[config.mk]
export PLATFORM = sky130hd
export DESIGN_NAME = sram_port_initiator
export DESIGN_NICKNAME = d
export VERILOG_FILES = /design/src/rtl/sram_port_initiator.sv
export SDC_FILE = /design/constraint.sdc
export NUM_CORES = 1
export LEC_CHECK = 0
export ABC_AREA = 1
export BUFFER_PORTS_ARGS = -buffer_cell sky130_fd_sc_hd__buf_4
export CORE_MARGIN = 3
export CORE_UTILIZATION = 48
export CTS_CLUSTER_DIAMETER = 60
export CTS_CLUSTER_SIZE = 14
export DETAILED_ROUTE_END_ITERATION = 8
export GPL_ROUTABILITY_DRIVEN = 0
export PLACE_DENSITY_LB_ADDON = 0.25
export SYNTH_ARGS = -nofsm -noshare
export SYNTH_HDL_FRONTEND = slang
export SYNTH_SLANG_ARGS = --single-unit
[constraint.sdc]
create_clock -name clk_i -period 4 [get_ports clk_i]
set_input_delay 0.4 -clock clk_i [delete_from_list [all_inputs] [get_ports clk_i]]
set_output_delay 0.4 -clock clk_i [all_outputs]
set_load 0.1 [all_outputs]
[src/rtl/sram_port_initiator.sv]
// rtl/sram_port_initiator.sv - request initiator for one dual-port SRAM port with 2-entry response buffer
// Define SRAM_RMW_EN to emulate partial byte-enable writes by read-modify-write.
module sram_port_initiator #(
  parameter int DATA_WIDTH = 32,
  parameter int ADDR_BITS  = 16
) (
  input  logic                    clk_i,
  input  logic                    rst_i,
  input  logic                    req_valid_i,
  output logic                    req_ready_o,
  input  logic                    req_we_i,
  input  logic [DATA_WIDTH/8-1:0] req_be_i,
  input  logic [ADDR_BITS-1:0]    req_addr_i,
  input  logic [DATA_WIDTH-1:0]   req_wdata_i,
  output logic                    rsp_valid_o,
  input  logic                    rsp_ready_i,
  output logic [DATA_WIDTH-1:0]   rsp_data_o,
  output logic                    sram_en_o,
  output logic                    sram_we_o,
  output logic [ADDR_BITS-1:0]    sram_addr_o,
  output logic [DATA_WIDTH-1:0]   sram_wdata_o,
  input  logic [DATA_WIDTH-1:0]   sram_rdata_i
);

  localparam int BE_W = DATA_WIDTH / 8;

  logic [1:0]            count;
  logic                  inflight;
  logic [DATA_WIDTH-1:0] buf_q [2];
  logic                  rd_ptr;
  logic                  wr_ptr;
  logic                  pop;
  logic                  push;
  logic                  accept;
  logic                  space;
  logic [2:0]            occ;

  assign pop         = rsp_valid_o & rsp_ready_i;
  assign push        = inflight;
  assign accept      = req_valid_i & req_ready_o;
  assign rsp_valid_o = (count != 2'd0);
  assign rsp_data_o  = buf_q[rd_ptr];

  // Reads already launched count against buffer space so a push can never overflow.
  assign occ   = {1'b0, count} + {2'b00, inflight};
  assign space = (occ < (3'd2 + {2'b00, pop}));

`ifdef SRAM_RMW_EN
  typedef enum logic {IDLE, RMW_WR} state_t;

  state_t                state;
  state_t                state_n;
  logic                  partial;
  logic [ADDR_BITS-1:0]  rmw_addr;
  logic [BE_W-1:0]       rmw_be;
  logic [DATA_WIDTH-1:0] rmw_wdata;
  logic [DATA_WIDTH-1:0] rmw_merged;

  assign partial     = req_we_i & ~(&req_be_i);
  // The RMW read slot shares sram_rdata_i, so a partial write waits out any read in flight.
  assign req_ready_o = ~rst_i & (state == IDLE) & space & ~(partial & inflight);

  always_ff @(posedge clk_i or posedge rst_i) begin
    if (rst_i) begin
      state     <= IDLE;
      rmw_addr  <= '0;
      rmw_be    <= '0;
      rmw_wdata <= '0;
    end else begin
      state <= state_n;
      if (accept && partial) begin
        rmw_addr  <= req_addr_i;
        rmw_be    <= req_be_i;
        rmw_wdata <= req_wdata_i;
      end
    end
  end

  always_comb begin
    rmw_merged = sram_rdata_i;
    for (int i = 0; i < BE_W; i++) begin
      if (rmw_be[i]) rmw_merged[8*i +: 8] = rmw_wdata[8*i +: 8];
    end
  end

  always_comb begin
    state_n      = state;
    sram_en_o    = 1'b0;
    sram_we_o    = 1'b0;
    sram_addr_o  = req_addr_i;
    sram_wdata_o = req_wdata_i;
    case (state)
      IDLE: begin
        if (accept) begin
          sram_en_o = 1'b1;
          sram_we_o = req_we_i & ~partial;
          if (partial) state_n = RMW_WR;
        end
      end
      RMW_WR: begin
        sram_en_o    = 1'b1;
        sram_we_o    = 1'b1;
        sram_addr_o  = rmw_addr;
        sram_wdata_o = rmw_merged;
        state_n      = IDLE;
      end
      default: state_n = IDLE;
    endcase
  end
`else
  logic unused_be;

  assign unused_be   = ^req_be_i;
  assign req_ready_o = ~rst_i & space;

  always_comb begin
    sram_en_o    = accept;
    sram_we_o    = accept & req_we_i;
    sram_addr_o  = req_addr_i;
    sram_wdata_o = req_wdata_i;
  end
`endif

  always_ff @(posedge clk_i or posedge rst_i) begin
    if (rst_i) begin
      inflight <= 1'b0;
      count    <= 2'd0;
      rd_ptr   <= 1'b0;
      wr_ptr   <= 1'b0;
      buf_q[0] <= '0;
      buf_q[1] <= '0;
    end else begin
      inflight <= accept & ~req_we_i;
      if (push) begin
        buf_q[wr_ptr] <= sram_rdata_i;
        wr_ptr        <= ~wr_ptr;
      end
      if (pop) rd_ptr <= ~rd_ptr;
      count <= count + {1'b0, push} - {1'b0, pop};
    end
  end

endmodule

==> flow_metrics.env, run 1 <==
export IMPL_vias_per_cell=4.64
export IMPL_finalSetupTns_ns=0
export IMPL_fmax_mhz=427
export IMPL_grtUsageTotal_pct=16.7
export IMPL_cap_violations=0
export IMPL_fp_row_count=30
export IMPL_synth_top_area_share_pct=49.2
export IMPL_synth_common_cells="nand2_1, dfrtp_1, buf_4"
export IMPL_synth_seq_area_share_pct=49.2
export IMPL_synth_top_cell_by_area="dfrtp_1"
export IMPL_fin_nets=535
export IMPL_synth_nets=516
export IMPL_cts_resized=0
export IMPL_cts_root_buf="clkbuf_8"
export IMPL_dieArea_um2=8370
export IMPL_die_h_um=91.5
export IMPL_crit_path_end_kind="output port"
export IMPL_critPathLaunchType="flip-flop"
export IMPL_synth_seq_cells=69
export IMPL_cts_hold_buffers=0
export IMPL_timing_hold_ws_ns=0.213
export IMPL_criticalPathCategory="flip-flop to output port"
export IMPL_seqCellArea_um2=1730
export IMPL_cts_setup_buffers=0
export IMPL_route_detailed_drc=0
export IMPL_rsz0062_at_grt="false"
export IMPL_dr_pass1_iters=4
export IMPL_synth_area_um2=3510
export IMPL_ioPinCount=173
export IMPL_synth_warnings=0
export IMPL_clock_latency_ns=0.34
export IMPL_synth_most_common_cell="nand2_1"
export IMPL_setup_ws_ns=1.66
export IMPL_grt_pass1_wl_um=11200
export IMPL_slew_headroom_pct=29.4
export IMPL_synthArstFlopShare_pct=100
export IMPL_totalWireLength_um=6750
export IMPL_overflow=0
export IMPL_cts_path_max_buffers=2
export IMPL_fp_dieW_um=91.5
export IMPL_min_period_ns=2.34
export IMPL_arrival_ns=1.94
export IMPL_tritoncts="done"
export IMPL_syn_area_per_cell_um2=8.29
export IMPL_numCtsBuffers=9
export IMPL_tightest_slew_ns=1.06
export IMPL_initial_core_util_pct=50.5
export IMPL_routed_via_count=2518
export IMPL_fin_crit_sh_pct=58.6
export IMPL_ff2ff_path_depth=5
export IMPL_wl_per_cell_um=12.4
export IMPL_clk_pin_slew_ns=0.07
export IMPL_numPortBuffers=72
export IMPL_worstPathMaxFanout=17
export IMPL_diodes=0
export IMPL_outcome="finished clean"
export IMPL_area_growth_pct=12.4
export IMPL_ys_types=19
export IMPL_design_core_area_um2=6940
export IMPL_antenna_found_initial=0
export IMPL_place_ws_ns=2.00
export IMPL_ant_nets=0
export IMPL_h_tree_depth=3
export IMPL_setup_viol=0
export IMPL_hp_class="input port to asynchronous set/reset pin"
export IMPL_hpwl_um=4320
export IMPL_fillCellCount=651
export IMPL_finClkSkew_ns=0.00892
export IMPL_synth_top_flop_cell="dfrtp_1"
export IMPL_finalHoldViolations=0
export IMPL_grt_pass1_vias=2466
export IMPL_final_max_slew_viol_count=0
export IMPL_required_ns=3.60
export IMPL_postSynthCellCount=423
export IMPL_drt_first_iter_violations=171
export IMPL_cts_sinks=69
export IMPL_synth_area_leaders="dfrtp_1, nand2_1, buf_4"
export IMPL_grt_max_degree=65
export IMPL_synth_edf_count=0
export IMPL_multiInputGateArea_um2=1140
export IMPL_post_route_cells_drive_above_1_share_pct=26.4
-- sequential cells by signal, indices dropped and copies added, names as in the netlist --
register  cells
buf_q        64
wr_ptr        1
count         2
inflight      1
rd_ptr        1
-- logic make-up (layout without fill, tap and decap cells) --
kind of cell / Yosys count / count (layout) / share of synthesized area (%)
compound gates: 65 / 65 / 11.8
xor+xnor: 3 / 3 / 0.749
fa+ha+maj: 4 / 4 / 1.43
flops: 69 / 69 / 49.2
simple gates: 172 / 172 / 18.5
buf+inv: 110 / 134 / 18.3
-- stage by stage --
| stage | instances | cell area [µm²] | utilization, % |
|---|---|---|---|
| final | 543 | 3940 | 56.8 |
| after global routing | 543 | 3940 | 56.8 |
| after global placement | 527 | 3720 | 53.5 |
| after CTS | 543 | 3940 | 56.8 |
| after detailed placement | 527 | 3720 | 53.5 |
| after floorplan | 423 | 3510 | - |
-- final timing paths --
check	start	to	slack (ns)
max	rd_ptr$_DFFE_PP0P_	rsp_data_o[14]	1.66
min	rst_i	inflight$_DFF_PP0_	0.21
max reg2reg	inflight$_DFF_PP0_	buf_q[49]$_DFFE_PP0P_	2.13
min reg2reg	buf_q[2]$_DFFE_PP0P_	buf_q[2]$_DFFE_PP0P_	0.48
max in group asynchronous	rst_i	buf_q[56]$_DFFE_PP0P_	2.86
min in group clk_i	req_we_i	inflight$_DFF_PP0_	0.21
-- metal layers --
layer	wire (µm)	track usage, %
met1	2980	21.1
met5	0	0
met4	125	8.67
met2	3150	26.0
met3	497	4.56
-- critical path, stage by stage, from the launching register on --
cell      delay, ns
dfrtp_1        0.35
clkinv_1       0.46
buf_4          0.41
nand2_1        0.08
nand2_1        0.07
buf_4          0.24
-- placed cells by master (no fill, tap or decap), drive strengths merged --
cell	n
xnor2	1
nand3	2
clkbuf	12
dfrtp	69
bufinv	2
a21boi	1
ha	4
inv	41
clkinv	3
nor2	3
buf	76
or2	1
o21ai	64
nand2	166
xor2	2
-- layout make-up --
cell class / count / area share (%)
flip-flops and latches: 69 / 43.8
multi-input cells: 244 / 29.0
repair buffers: 76 / 14.5
inverters: 42 / 4.00
clock buffers: 12 / 3.93
well taps: 96 / 3.05
clock inverters: 4 / 1.78
Power of run 1 is left out: the tool's default activity adds up to more than one toggle a clock period on the data nets, which glitch-free logic cannot reach.
==> run 2: changes to the inputs <==
--- a/config.mk
+++ b/config.mk
@@ -5,10 +5,10 @@
 export SDC_FILE = /design/constraint.sdc
 export NUM_CORES = 1
 export LEC_CHECK = 0
-export ABC_AREA = 1
+export ABC_AREA = 0
 export BUFFER_PORTS_ARGS = -buffer_cell sky130_fd_sc_hd__buf_4
 export CORE_MARGIN = 3
-export CORE_UTILIZATION = 48
+export CORE_UTILIZATION = 46
 export CTS_CLUSTER_DIAMETER = 60
 export CTS_CLUSTER_SIZE = 14
 export DETAILED_ROUTE_END_ITERATION = 8
==> constraint.sdc (replaced) <==
create_clock -name clk_i -period 2.4 [get_ports clk_i]
set_input_delay 0.24 -clock clk_i [delete_from_list [all_inputs] [get_ports clk_i]]
set_output_delay 0.24 -clock clk_i [all_outputs]
set_load 0.1 [all_outputs]
==> run 2 against run 1 <==
Count of clock-buffer cells in the layout is the same; area after synthesis shrank 1.7%; register-to-register slack lost 1.5 ns; worst setup slack lost 1.4 ns; clock skew shrank 0.0048 ns; worst hold slack lost 0.20 ns; cell area shrank 0.44%; synthesized cell count shrank 42%; non-clock buffer count grew 3.
==> flow_metrics.env, run 2 <==
export IMPL_outcome="finished clean"
export IMPL_initial_core_util_pct=49.1
export IMPL_clk_pin_slew_ns=0.07
export IMPL_setup_ws_ns=0.245
export IMPL_crit_path_end_kind="output port"
export IMPL_cp_slowest_cell="dfrtp_1"
export IMPL_synth_area_um2=3450
export IMPL_postSynthCellCount=247
export IMPL_dr_pass1_iters=4
export IMPL_post_route_cells_drive_above_1_share_pct=69.3
export IMPL_tritoncts="done"
export IMPL_synth_top_flop_cell="dfrtp_1"
export IMPL_cts_sinks=69
export IMPL_numCtsBuffers=9
export IMPL_route_detailed_drc=0
export IMPL_syn_area_per_cell_um2=14.0
export IMPL_synth_top_area_share_pct=50.1
export IMPL_cap_violations=0
export IMPL_synth_top_cell_by_area="dfrtp_1"
export IMPL_criticalPathCategory="flip-flop to output port"
export IMPL_dieArea_um2=8570
export IMPL_wl_per_cell_um=15.3
export IMPL_fp_row_count=30
export IMPL_design_core_area_um2=7020
export IMPL_grtUsageTotal_pct=14.5
export IMPL_arrival_ns=1.92
export IMPL_clock_latency_ns=0.33
export IMPL_synth_most_common_cell="mux2_2"
export IMPL_dpl_cell_area_um2=3750
export IMPL_place_ws_ns=0.602
export IMPL_synth_seq_area_share_pct=50.1
export IMPL_h_tree_depth=3
export IMPL_cts_setup_buffers=0
export IMPL_cts_resized=0
export IMPL_drt_first_iter_violations=53
export IMPL_overflow=0
export IMPL_totalWireLength_um=5790
export IMPL_setup_viol=0
export IMPL_grt_pass1_wl_um=9750
export IMPL_cts_path_max_buffers=2
export IMPL_cts_root_buf="clkbuf_8"
export IMPL_fp_dieW_um=92.6
export IMPL_grt_pass1_vias=2003
export IMPL_cts_hold_buffers=0
export IMPL_die_h_um=92.6
export IMPL_synth_seq_cells=69
export IMPL_required_ns=2.16
export IMPL_worstPathMaxFanout=5
export IMPL_vias_per_cell=4.93
export IMPL_rsz0062_at_grt="false"
export IMPL_fmax_mhz=464
export IMPL_synth_warnings=0
export IMPL_cpMostUsedCell="ha_1"
export IMPL_synth_nets=340
export IMPL_final_max_slew_viol_count=0
export IMPL_synth_area_leaders="dfrtp_1, mux2_2, buf_4"
export IMPL_worst_path_buf_inv=1
export IMPL_hpwl_um=3960
export IMPL_grt_max_degree=36
export IMPL_synthArstFlopShare_pct=100
export IMPL_cp_cell_sequence="ha_1, ha_1, o21a_1, nor3b_2, buf_4"
export IMPL_design_area_um2=3930
export IMPL_slew_headroom_pct=63.8
export IMPL_final_common_cell="mux2_2"
export IMPL_min_period_ns=2.16
export IMPL_ant_nets=0
export IMPL_top_regs="buf_q: 64 flops, count: 2 flops"
export IMPL_final_cell_mix="mux2_2, buf_4, dfrtp_1"
export IMPL_tightest_slew_ns=0.542
export IMPL_finalHoldViolations=0
export IMPL_largest_register_ffs=64
export IMPL_fin_nets=371
export IMPL_ys_types=19
export IMPL_area_growth_pct=13.9
export IMPL_fin_crit_sh_pct=89.8
export IMPL_hp_class="input port to asynchronous set/reset pin"
export IMPL_regMostFlops="buf_q"
export IMPL_routed_via_count=1869
export IMPL_cpPeakStageDelay_ns=0.45
export IMPL_numPortBuffers=72
export IMPL_synth_common_cells="mux2_2, dfrtp_1, buf_4"
export IMPL_antenna_found_initial=0
export IMPL_ioPinCount=173
export IMPL_critPathTopFamily="adder cells"
export IMPL_diodes=0
export IMPL_finClkSkew_ns=0.00414
export IMPL_synth_edf_count=0
export IMPL_critPathLaunchType="flip-flop"
run 2: cell count changes after synthesis, sizes merged, moves of 2 or more:
| cell | previous run | this run |
|---|---|---|
| buf | 56 | 59 |
| o21ai | 64 | 1 |
| xnor2 | 1 | 3 |
| clkbuf | 12 | 0 |
| inv | 41 | 4 |
| nand2 | 166 | 2 |
| nor3 | 0 | 2 |
| mux2 | 0 | 96 |
| nand3 | 2 | 0 |
run 2: through the flow:
step	TNS [ns]	hold slack [ns]	cells	utilization (%)
global route	0	0.0332	379	55.9
detailed placement	0	0.389	363	53.4
global placement	0	0.397	363	53.4
CTS	0	0.0194	379	55.9
floorplan	-0.107	0.313	247	-
finish	0	0.0140	379	55.9
run 2: logic make-up after synthesis:
kind of cell	after synthesis	synth area share (%)
fa+ha+maj	4	1.45
simple gates	9	1.31
xor+xnor	4	1.02
compound gates	2	0.363
mux	96	32.2
buf+inv	63	13.5
flops	69	50.1
run 2: worst paths after layout:
path | start | endpoint | slack, ns | depth (start not counted)
setup / recovery | inflight$_DFF_PP0_ | sram_we_o | 0.24 | 5
hold / removal | rst_i | buf_q[62]$_DFFE_PP0P_ | 0.01 | 3
setup reg to reg | count[0]$_DFF_PP0_ | count[1]$_DFF_PP0_ | 0.67 | 7
hold reg to reg | wr_ptr$_DFFE_PP0P_ | wr_ptr$_DFFE_PP0P_ | 0.50 | 1
max in group asynchronous | rst_i | buf_q[28]$_DFFE_PP0P_ | 2.05 | 3
min in group clk_i | req_we_i | inflight$_DFF_PP0_ | 0.06 | 2
run 2: final cells by class:
type,count,area [µm²]
Inverter,4,15.0
Tap cell,96,120
Sequential cell,69,1730
Multi-Input combinational cell,115,1270
Clock buffer,12,155
Clock inverter,4,22.5
Fill cell,620,3090
Timing Repair Buffer,79,618
run 2: worst register-to-register path: cells and delay by family, from the launching register on:
kind | cells | cell delay, ns
xor+xnor | 2 | 0.32
fa+ha+maj | 2 | 0.45
flops | 1 | 0.40
compound gates | 1 | 0.36
buf+inv | 2 | 0.12
run 2: per-layer routing:
layer  track usage, %  up-vias  routed length, µm
met5                0        -                  0
met4             5.57        0                119
met3             6.66       25                478
met2             22.5       71               2720
met1             17.6      911               2470
li1                 -      862                  -
Power of run 2 is left out for the same reason.
